[src/rtl/boid_pkg.sv]
// Shared types and constants for the boid frame scheduler and its memory port mux.
package boid_pkg;

  // Scheduler FSM encoding; exported on state_o for debug.
  typedef enum logic [2:0] {
    S_LOAD    = 3'd0,
    S_WAIT_VS = 3'd1,
    S_START   = 3'd2,
    S_RUN     = 3'd3
  } state_e;

  // Host writes update x, y, vx, vy and the valid bit together.
  localparam logic [6:0] WB_ALL = 7'b0011111;

  // Boid state is fixed point with 16 fractional bits.
  localparam int FIX_FRAC = 16;

  typedef struct packed {
    logic signed [31:0] x;
    logic signed [31:0] y;
    logic signed [31:0] vx;
    logic signed [31:0] vy;
  } boid_state_t;

endpackage

[src/rtl/boid_mem_port_mux.sv]
// 2:1 selector for the boid memory write port (host loader vs xcel datapath).
// Any write aimed at a slot beyond NUM_BOIDS is suppressed.
module boid_mem_port_mux
  import boid_pkg::*;
#(
  parameter int NUM_BOIDS = 2,
  parameter int BW        = $clog2(NUM_BOIDS) + 1
) (
  input  logic              sel_host_i,
  input  logic [BW-1:0]     host_boid_i,
  input  logic [6:0]        host_wb_en_i,
  input  boid_state_t       host_data_i,
  input  logic [BW-1:0]     xcel_boid_i,
  input  logic [6:0]        xcel_wb_en_i,
  input  boid_state_t       xcel_data_i,
  output logic [BW-1:0]     mem_boid_o,
  output logic [6:0]        mem_wb_en_o,
  output boid_state_t       mem_data_o
);

  localparam logic [BW-1:0] NB = BW'(NUM_BOIDS);

  // Select the owning path and gate out-of-range writes.
  always_comb begin
    mem_boid_o  = sel_host_i ? host_boid_i  : xcel_boid_i;
    mem_data_o  = sel_host_i ? host_data_i  : xcel_data_i;
    mem_wb_en_o = sel_host_i ? host_wb_en_i : xcel_wb_en_i;
    if (mem_boid_o >= NB) mem_wb_en_o = 7'd0;
  end

endmodule

[src/rtl/boid_frame_sched.sv]
// Frame scheduler: owns the boid memory write port, starts one accelerator
// update every FRAME_DIV vsync edges and watches for completion or timeout.
module boid_frame_sched
  import boid_pkg::*;
#(
  parameter  int NUM_BOIDS = 2,
  parameter  int FRAME_DIV = 1,
  parameter  int TIMEOUT   = 4096,
  localparam int BW        = $clog2(NUM_BOIDS) + 1
) (
  input  logic          clk,
  input  logic          reset,
  input  logic          host_go,
  input  logic          host_wr_req,
  input  logic [BW-1:0] host_boid,
  input  logic [31:0]   host_x,
  input  logic [31:0]   host_y,
  input  logic [31:0]   host_vx,
  input  logic [31:0]   host_vy,
  output logic          host_wr_ack,
  input  logic          vsync,
  input  logic          xcel_done,
  output logic          xcel_en,
  input  logic [BW-1:0] xcel_which_boid,
  input  logic [6:0]    xcel_wb_en,
  input  logic [31:0]   xcel_x,
  input  logic [31:0]   xcel_y,
  input  logic [31:0]   xcel_vx,
  input  logic [31:0]   xcel_vy,
  output logic [BW-1:0] mem_which_boid,
  output logic [6:0]    mem_wb_en,
  output logic [31:0]   mem_x,
  output logic [31:0]   mem_y,
  output logic [31:0]   mem_vx,
  output logic [31:0]   mem_vy,
  output logic [15:0]   frame_cnt,
  output logic          err_timeout,
  output logic          err_overrun,
  output logic          err_range,
  output logic [2:0]    state_o
);

  localparam int            TW       = $clog2(TIMEOUT) + 1;
  localparam logic [TW-1:0] TMO_LAST = TW'(TIMEOUT - 1);
  localparam logic [15:0]   DIV_LAST = 16'(FRAME_DIV - 1);
  localparam logic [BW-1:0] NB       = BW'(NUM_BOIDS);

  state_e        state_q, state_d;
  logic          host_ack_q, host_ack_d;
  logic          vsync_q;
  logic [15:0]   div_q, div_d;
  logic [TW-1:0] tmo_q, tmo_d;
  logic [15:0]   frame_q, frame_d;
  logic          err_tmo_q, err_tmo_d;
  logic          err_ovr_q, err_ovr_d;
  logic          err_rng_q, err_rng_d;

  logic          vs_edge;
  logic          host_fire;
  logic          sel_host;
  logic [6:0]    host_wb;
  boid_state_t   host_data, xcel_data, mem_data;

  assign vs_edge   = vsync & ~vsync_q;
  // Reset forces the port back to the host side with writes disabled and
  // holds the controller idle, even before the state register clears.
  assign host_fire = (state_q == S_LOAD) && host_wr_req && !host_ack_q && !reset;
  assign sel_host  = (state_q == S_LOAD) || reset;
  assign host_wb   = host_fire ? WB_ALL : 7'd0;
  assign xcel_en   = !((state_q == S_START) && !reset);

  assign host_data = {host_x, host_y, host_vx, host_vy};
  assign xcel_data = {xcel_x, xcel_y, xcel_vx, xcel_vy};

  boid_mem_port_mux #(
    .NUM_BOIDS (NUM_BOIDS),
    .BW        (BW)
  ) u_mux (
    .sel_host_i   (sel_host),
    .host_boid_i  (host_boid),
    .host_wb_en_i (host_wb),
    .host_data_i  (host_data),
    .xcel_boid_i  (xcel_which_boid),
    .xcel_wb_en_i (xcel_wb_en),
    .xcel_data_i  (xcel_data),
    .mem_boid_o   (mem_which_boid),
    .mem_wb_en_o  (mem_wb_en),
    .mem_data_o   (mem_data)
  );

  assign mem_x       = mem_data.x;
  assign mem_y       = mem_data.y;
  assign mem_vx      = mem_data.vx;
  assign mem_vy      = mem_data.vy;
  assign host_wr_ack = host_ack_q;
  assign frame_cnt   = frame_q;
  assign err_timeout = err_tmo_q;
  assign err_overrun = err_ovr_q;
  assign err_range   = err_rng_q;
  assign state_o     = state_q;

  // Next-state logic for the frame FSM, counters and sticky error flags.
  always_comb begin
    state_d    = state_q;
    host_ack_d = 1'b0;
    div_d      = div_q;
    tmo_d      = tmo_q;
    frame_d    = frame_q;
    err_tmo_d  = err_tmo_q;
    err_ovr_d  = err_ovr_q;
    err_rng_d  = err_rng_q;
    case (state_q)
      S_LOAD: begin
        host_ack_d = host_fire;
        div_d      = 16'd0;
        if (host_fire && (host_boid >= NB)) err_rng_d = 1'b1;
        if (host_go && !host_wr_req) state_d = S_WAIT_VS;
      end
      S_WAIT_VS: begin
        if (!host_go) begin
          state_d = S_LOAD;
        end else if (vs_edge) begin
          if (div_q == DIV_LAST) begin
            state_d = S_START;
            div_d   = 16'd0;
          end else begin
            div_d = div_q + 16'd1;
          end
        end
      end
      S_START: begin
        tmo_d   = '0;
        state_d = S_RUN;
      end
      S_RUN: begin
        tmo_d = tmo_q + TW'(1);
        // A vsync during an update means the frame budget was missed.
        if (vs_edge) err_ovr_d = 1'b1;
        // Completion takes priority over a simultaneous timeout.
        if (xcel_done) begin
          frame_d = frame_q + 16'd1;
          state_d = host_go ? S_WAIT_VS : S_LOAD;
        end else if (tmo_q == TMO_LAST) begin
          err_tmo_d = 1'b1;
          state_d   = S_LOAD;
        end
      end
      default: state_d = S_LOAD;
    endcase
  end

  // State and counter registers with synchronous reset.
  always_ff @(posedge clk) begin
    vsync_q <= vsync;
    if (reset) begin
      state_q    <= S_LOAD;
      host_ack_q <= 1'b0;
      div_q      <= 16'd0;
      tmo_q      <= '0;
      frame_q    <= 16'd0;
      err_tmo_q  <= 1'b0;
      err_ovr_q  <= 1'b0;
      err_rng_q  <= 1'b0;
    end else begin
      state_q    <= state_d;
      host_ack_q <= host_ack_d;
      div_q      <= div_d;
      tmo_q      <= tmo_d;
      frame_q    <= frame_d;
      err_tmo_q  <= err_tmo_d;
      err_ovr_q  <= err_ovr_d;
      err_rng_q  <= err_rng_d;
    end
  end

endmodule

[config.mk]
export PLATFORM = sky130hd
export DESIGN_NAME = boid_frame_sched
export DESIGN_NICKNAME = d
export VERILOG_FILES = /design/src/rtl/boid_pkg.sv /design/src/rtl/boid_mem_port_mux.sv /design/src/rtl/boid_frame_sched.sv
export SDC_FILE = /design/constraint.sdc
export NUM_CORES = 1
export LEC_CHECK = 0
export ABC_AREA = 1
export BUFFER_PORTS_ARGS = -buffer_cell sky130_fd_sc_hd__buf_2
export CELL_PAD_IN_SITES_DETAIL_PLACEMENT = 0
export CELL_PAD_IN_SITES_GLOBAL_PLACEMENT = 2
export CORE_ASPECT_RATIO = 1.5
export CORE_MARGIN = 4
export CORE_UTILIZATION = 15
export CTS_BUF_LIST = sky130_fd_sc_hd__clkbuf_16
export CTS_CLUSTER_DIAMETER = 200
export CTS_CLUSTER_SIZE = 12
export DETAILED_ROUTE_END_ITERATION = 10
export PLACE_DENSITY_LB_ADDON = 0.1
export REMOVE_ABC_BUFFERS = 1
export SETUP_SLACK_MARGIN = 0.05
export SLEW_MARGIN = 10
export SYNTH_ARGS = -nofsm -noshare
export SYNTH_HDL_FRONTEND = slang
export SYNTH_SLANG_ARGS = --single-unit
export TNS_END_PERCENT = 50
[constraint.sdc]
create_clock -name clk -period 1.8 [get_ports clk]
set_input_delay 0.18 -clock clk [delete_from_list [all_inputs] [get_ports clk]]
set_output_delay 0.18 -clock clk [all_outputs]
set_load 0.01 [all_outputs]
Word-level counts from Yosys, hierarchy flattened
Cells that the tools add are included.
Cells by class
  add/sub/neg operators: 3
  order comparisons: 2
  eq/ne operators: 10
  multiplexer cells: 18
  bitwise logic cells: 4
  reduce and logical (&&, ||, !) cells: 22
Operator list (number)
  128-bit 2-to-1 mux: 1
  16-bit 2-to-1 mux: 3
  16-bit by 1-bit adder with 16-bit output, second input constant: 2
  16-bit case mux with 2 select lines: 1
  13-bit case mux with 2 select lines: 1
  3-bit 2-to-1 mux: 6
  16-bit logical NOT: 1
  7-bit 2-to-1 mux: 2
  13-bit by 1-bit adder with 13-bit output, second input constant: 1
  13-bit by 12-bit equality test with 1-bit output, second input constant: 1
  3-bit case mux with 4 select lines: 1
  3-bit inequality test, second input constant: 3
  3-bit by 2-bit equality test with 1-bit output, second input constant: 2
  1-bit logical AND: 6
  2-bit AND reduction: 3
  3-bit AND reduction: 2
  5-bit 2-to-1 mux: 1
  2-bit >= comparator, second input constant: 2
  1-bit logical NOT: 4
  2-bit inequality test, second input constant: 2
  4-bit AND reduction: 1
  2-bit nonzero test: 2
  3-bit by 1-bit equality test with 1-bit output, second input constant: 1
  3-bit logical NOT: 1
  other kinds (7): 9
Word-level totals
  bits in registers: 53
  output and inout port bits: 161

Depth between registers and ports, before layout
  depth in word-level cells: 7
  depth in mapped cells: 10
  depth with buffers taken out: 10

Modules after synthesis
Synthesis repeated with hierarchy kept, for this count alone.
Unflattened totals
  cells, all modules: 887
  area total of the unflattened synthesis: 4573.1 um2
By module, submodules not included
  boid_frame_sched: instances 1, cells an instance 428, area each 2782.7 um2
  boid_mem_port_mux: instances 1, cells an instance 459, area each 1790.5 um2

Worst setup path after synthesis
Ideal clock, no wire load.
  path kind: register to output
  from: register state_q[1] (netlist: state_o[1])
  to: output mem_wb_en[0]
  arrival time: 1.402 ns
  path slack: 0.218 ns
  cell stages (with the launch flop): 10
  path buffers: 0
  cells stage by stage: dfxtp_1 inv_2 nand2_2 inv_2 nor2_8 inv_2 or2_1 o21ai_2 nand2_1 inv_1
On the way
  longest elaborated chain between the ends: 7
  elaborated cells between the ends (all ways): 10
  those cells by class: order compare: 1; mux: 4; reduce/logical: 5
RTL lines
  from (decl): line boid_frame_sched.sv:48  | state_e state_q, state_d;
  from (signal assigned): line boid_frame_sched.sv:165  | state_q <= state_d;
  3-bit logical NOT (*): line boid_frame_sched.sv:67, boid_frame_sched.sv:68
  1-bit logical AND (3 in a row): line boid_frame_sched.sv:67  | assign host_fire = (state_q == S_LOAD) && host_wr_req && !host_ack_q && !reset;
  5-bit 2-to-1 mux: line boid_frame_sched.sv:69  | assign host_wb = host_fire ? WB_ALL : 7'd0;
  7-bit 2-to-1 mux: line boid_mem_port_mux.sv:27  | mem_wb_en_o = sel_host_i ? host_wb_en_i : xcel_wb_en_i;
  7-bit 2-to-1 mux (*): line boid_mem_port_mux.sv:28  | if (mem_boid_o >= NB) mem_wb_en_o = 7'd0;
  to (decl): line boid_frame_sched.sv:31  | output logic [6:0] mem_wb_en,
Every way passes the cells marked *; elsewhere a longest branch is shown, timed or not.

Worst setup path in the final report
  from: register state_q[0] (netlist: state_o[0])
  to: output mem_wb_en[3]
Same word-level chain as after synthesis.

==> out/results.ini <==
[yosys]
yosys_warnings=0
async_reset_ff_share_pct=0
synth_most_common_cell=nand2_1
yosys.area.top_type=nand2_1
synth_flop_cell=dfxtp_1
postSynthAreaPerCell_um2=5.11
post_synth_inst_count=855
ys_ff_latch=52
ys_types=33
synth_common_cells=501 x nand2_1, 71 x nor2_1, 65 x inv_1
synth_top_area_share_pct=43.1
seq_area_frac_synth_pct=23.8
synth_edf_count=0
syn_area_um2=4370
synth.top_cells.by_area=nand2_1 43%, dfxtp_1 24%, nor2_1 6.1%, inv_1 5.6%, a21oi_1 3.8%

[floorplanning]
start_util_pct=15.2
floorplan.io_pins=434
die_h_um=217
num_rows=76
die_area_um2=32000
coreArea_um2=28700
fp.dieW_um=147

[route]
vias=6859
viasPerCell=4.03
drc=0
dr.pass1.iters=5
wl_per_cell_um=19.6
drtAntennaViolNets=0
wirelength_um=33400
drtIter0Drc=275

[placed_design]
numPortBuffers=432
pre_cts_ws_ns=0.0961
routabilityCongestion=0.903
place_hpwl_um=28100

[timing]
rsz0062_at_grt=true
fin_crit_ns=1.88
maxSlewViolCount=0
finClkSkew_ns=0.00489
fin_crit_sh_pct=105
finalHoldViolCount=0
worst_slack_ns=-0.0848
setup_violations=94
max_freq_mhz=531
whs_ns=0.164

[final_layout]
area_delta_synth_final_pct=83.1
drive_gt1_share_pct=41.5
final_core_util_pct=27.8
seqCellArea_um2=1040
fin_nets=1583
multi_input_area_um2=3020
nFillCells=3484

[clock_network]
clkSinkCount=52
worstSkewPairLatency_ns=0.31
cts_tree=built
cts-root-buf=clkbuf_16
clkTransAtPathRegs_ns=0.07
cts_buffer_depth=2
cts_buffers=5
cts_max_level=2

[critical_path]
crit_path_end_kind=output pin
startpoint_type=register
max_stage_delay_ns=0.34
critPathKind=register to output pin
critPathArrivalTime_ns=1.70
cp_max_fo=6
crit_family=simple AND/OR/NAND/NOR gates
path_buf_inv=5
cp_slowest_cell=dfxtp_2
cp.required_ns=1.62
crit_chain=inv_2 -> nand2_2 -> inv_4 -> nor2_8 -> inv_6 -> or2_4 -> o21ai_4 -> nand2_2 -> inv_2 -> buf_6

[grt]
grt_first_pass_wirelength_um=46400
gr-total-overflow=0
grt_pass1_vias=6973
grt_max_degree=39
antenna_found_initial=20
grt_usage_pct=19.8

[pwr]
power-per-cell-area_nw_per_um2=754
p_leak_nw=4.50
ir_drop_mv=0.356

[hold_path]
hp-class=primary input to register

[status]
status=finished with violations
violations=setup timing

[run]
cap_violations=0

==> worst register-to-register path, cell delays in order, from the launching register on <==
cell and delay [ns]:
dfxtp_2 0.34, inv_2 0.04, buf_4 0.13, buf_4 0.15, nor2_1 0.16, nand2_1 0.13, nor2_1 0.20, nand2_1 0.10
o21ai_0 0.16, a21oi_1 0.05
==> layout make-up <==
type | count | area share (%)
diodes | 7 | 0.219
clock buffers | 5 | 1.56
clock inverters | 2 | 0.156
inverters | 71 | 3.43
multi-input cells | 699 | 37.8
flip-flops and latches | 52 | 13.1
well taps | 390 | 6.10
repair buffers | 477 | 37.7
==> what timing repair did <==
action	4_1_cts	5_1_grt
resized for setup	66	57
endpoints found under the setup margin	137	144
pin swaps	7	5
gates cloned	4	2
setup buffers	5	3
hold buffers	1	0
hold endpoints to repair	1	0
==> worst paths after layout <==
check / start / endpoint / slack, ns / cells after the start
worst max-delay path: state_o[0] / mem_wb_en[3] / -0.08 / 10
worst min-delay path: host_boid[1] / err_range / 0.16 / 3
worst max register to register: state_o[1] / tmo_q[10] / 0.24 / 9
worst min register to register: tmo_q[9] / tmo_q[9] / 0.45 / 2
==> placed cells by master (no fill, tap or decap), types with 11 or more instances in the layout <==
cell       n
a21oi_1   33
buf_2    386
buf_4     33
buf_6     44
dfxtp_1   50
inv_1     61
nand2_1  463
nand2_2   38
nand3_1   25
nand4_1   14
nor2_1    68
nor3_1    11
o21ai_0   18
==> stage by stage <==
stage | cell area, µm² | setup TNS, ns | total power, mW | std cells
after floorplan | 4210 | -163.12 | 2.65 | 822
after global placement | 7180 | 0 | 4.47 | 1675
after detailed placement | 7180 | 0 | 4.42 | 1675
after global routing | 7990 | -13.49 | 6.48 | 1699
after CTS | 7740 | -9.86 | 5.95 | 1692
final | 8000 | -1.79 | 6.03 | 1703
==> report_power, final <==
group / internal (mW) / total [mW] / switching, mW
sequential: 1.17 / 1.19 / 0.0166
combinational: 1.69 / 3.84 / 2.15
clock: 0.508 / 1.00 / 0.494
==> flip-flops by register name, indices dropped and copies added (netlist names) <==
signal and flops:
tmo_q 13, state_o 2, err_timeout 1, err_range 1, vsync_q 1, err_overrun 1, frame_cnt 16, host_wr_ack 1
div_q 16
==> cells by family after synthesis <==
logic type               count (synthesis)  synth area share, %
AO/OA/AOI/OAI                           58                 7.08
XOR/XNOR                                 5                 1.00
adder cells (fa/ha/maj)                  4                 1.15
buffers and inverters                  104                 9.66
flip-flops                              52                 23.8
other                                    1               0.0859
AND/OR/NAND/NOR                        631                 57.2
==> routing by layer <==
| metal | vias up | GRT usage, % | wire length (µm) |
|---|---|---|---|
| met4 | 20 | 4.91 | 533 |
| met3 | 45 | 7.48 | 3500 |
| met2 | 279 | 35.2 | 16800 |
| li1 | 3529 | - | - |
| met5 | - | 0 | 127 |
| met1 | 2986 | 22.2 | 12400 |
(Power assumes the default switching activity.)
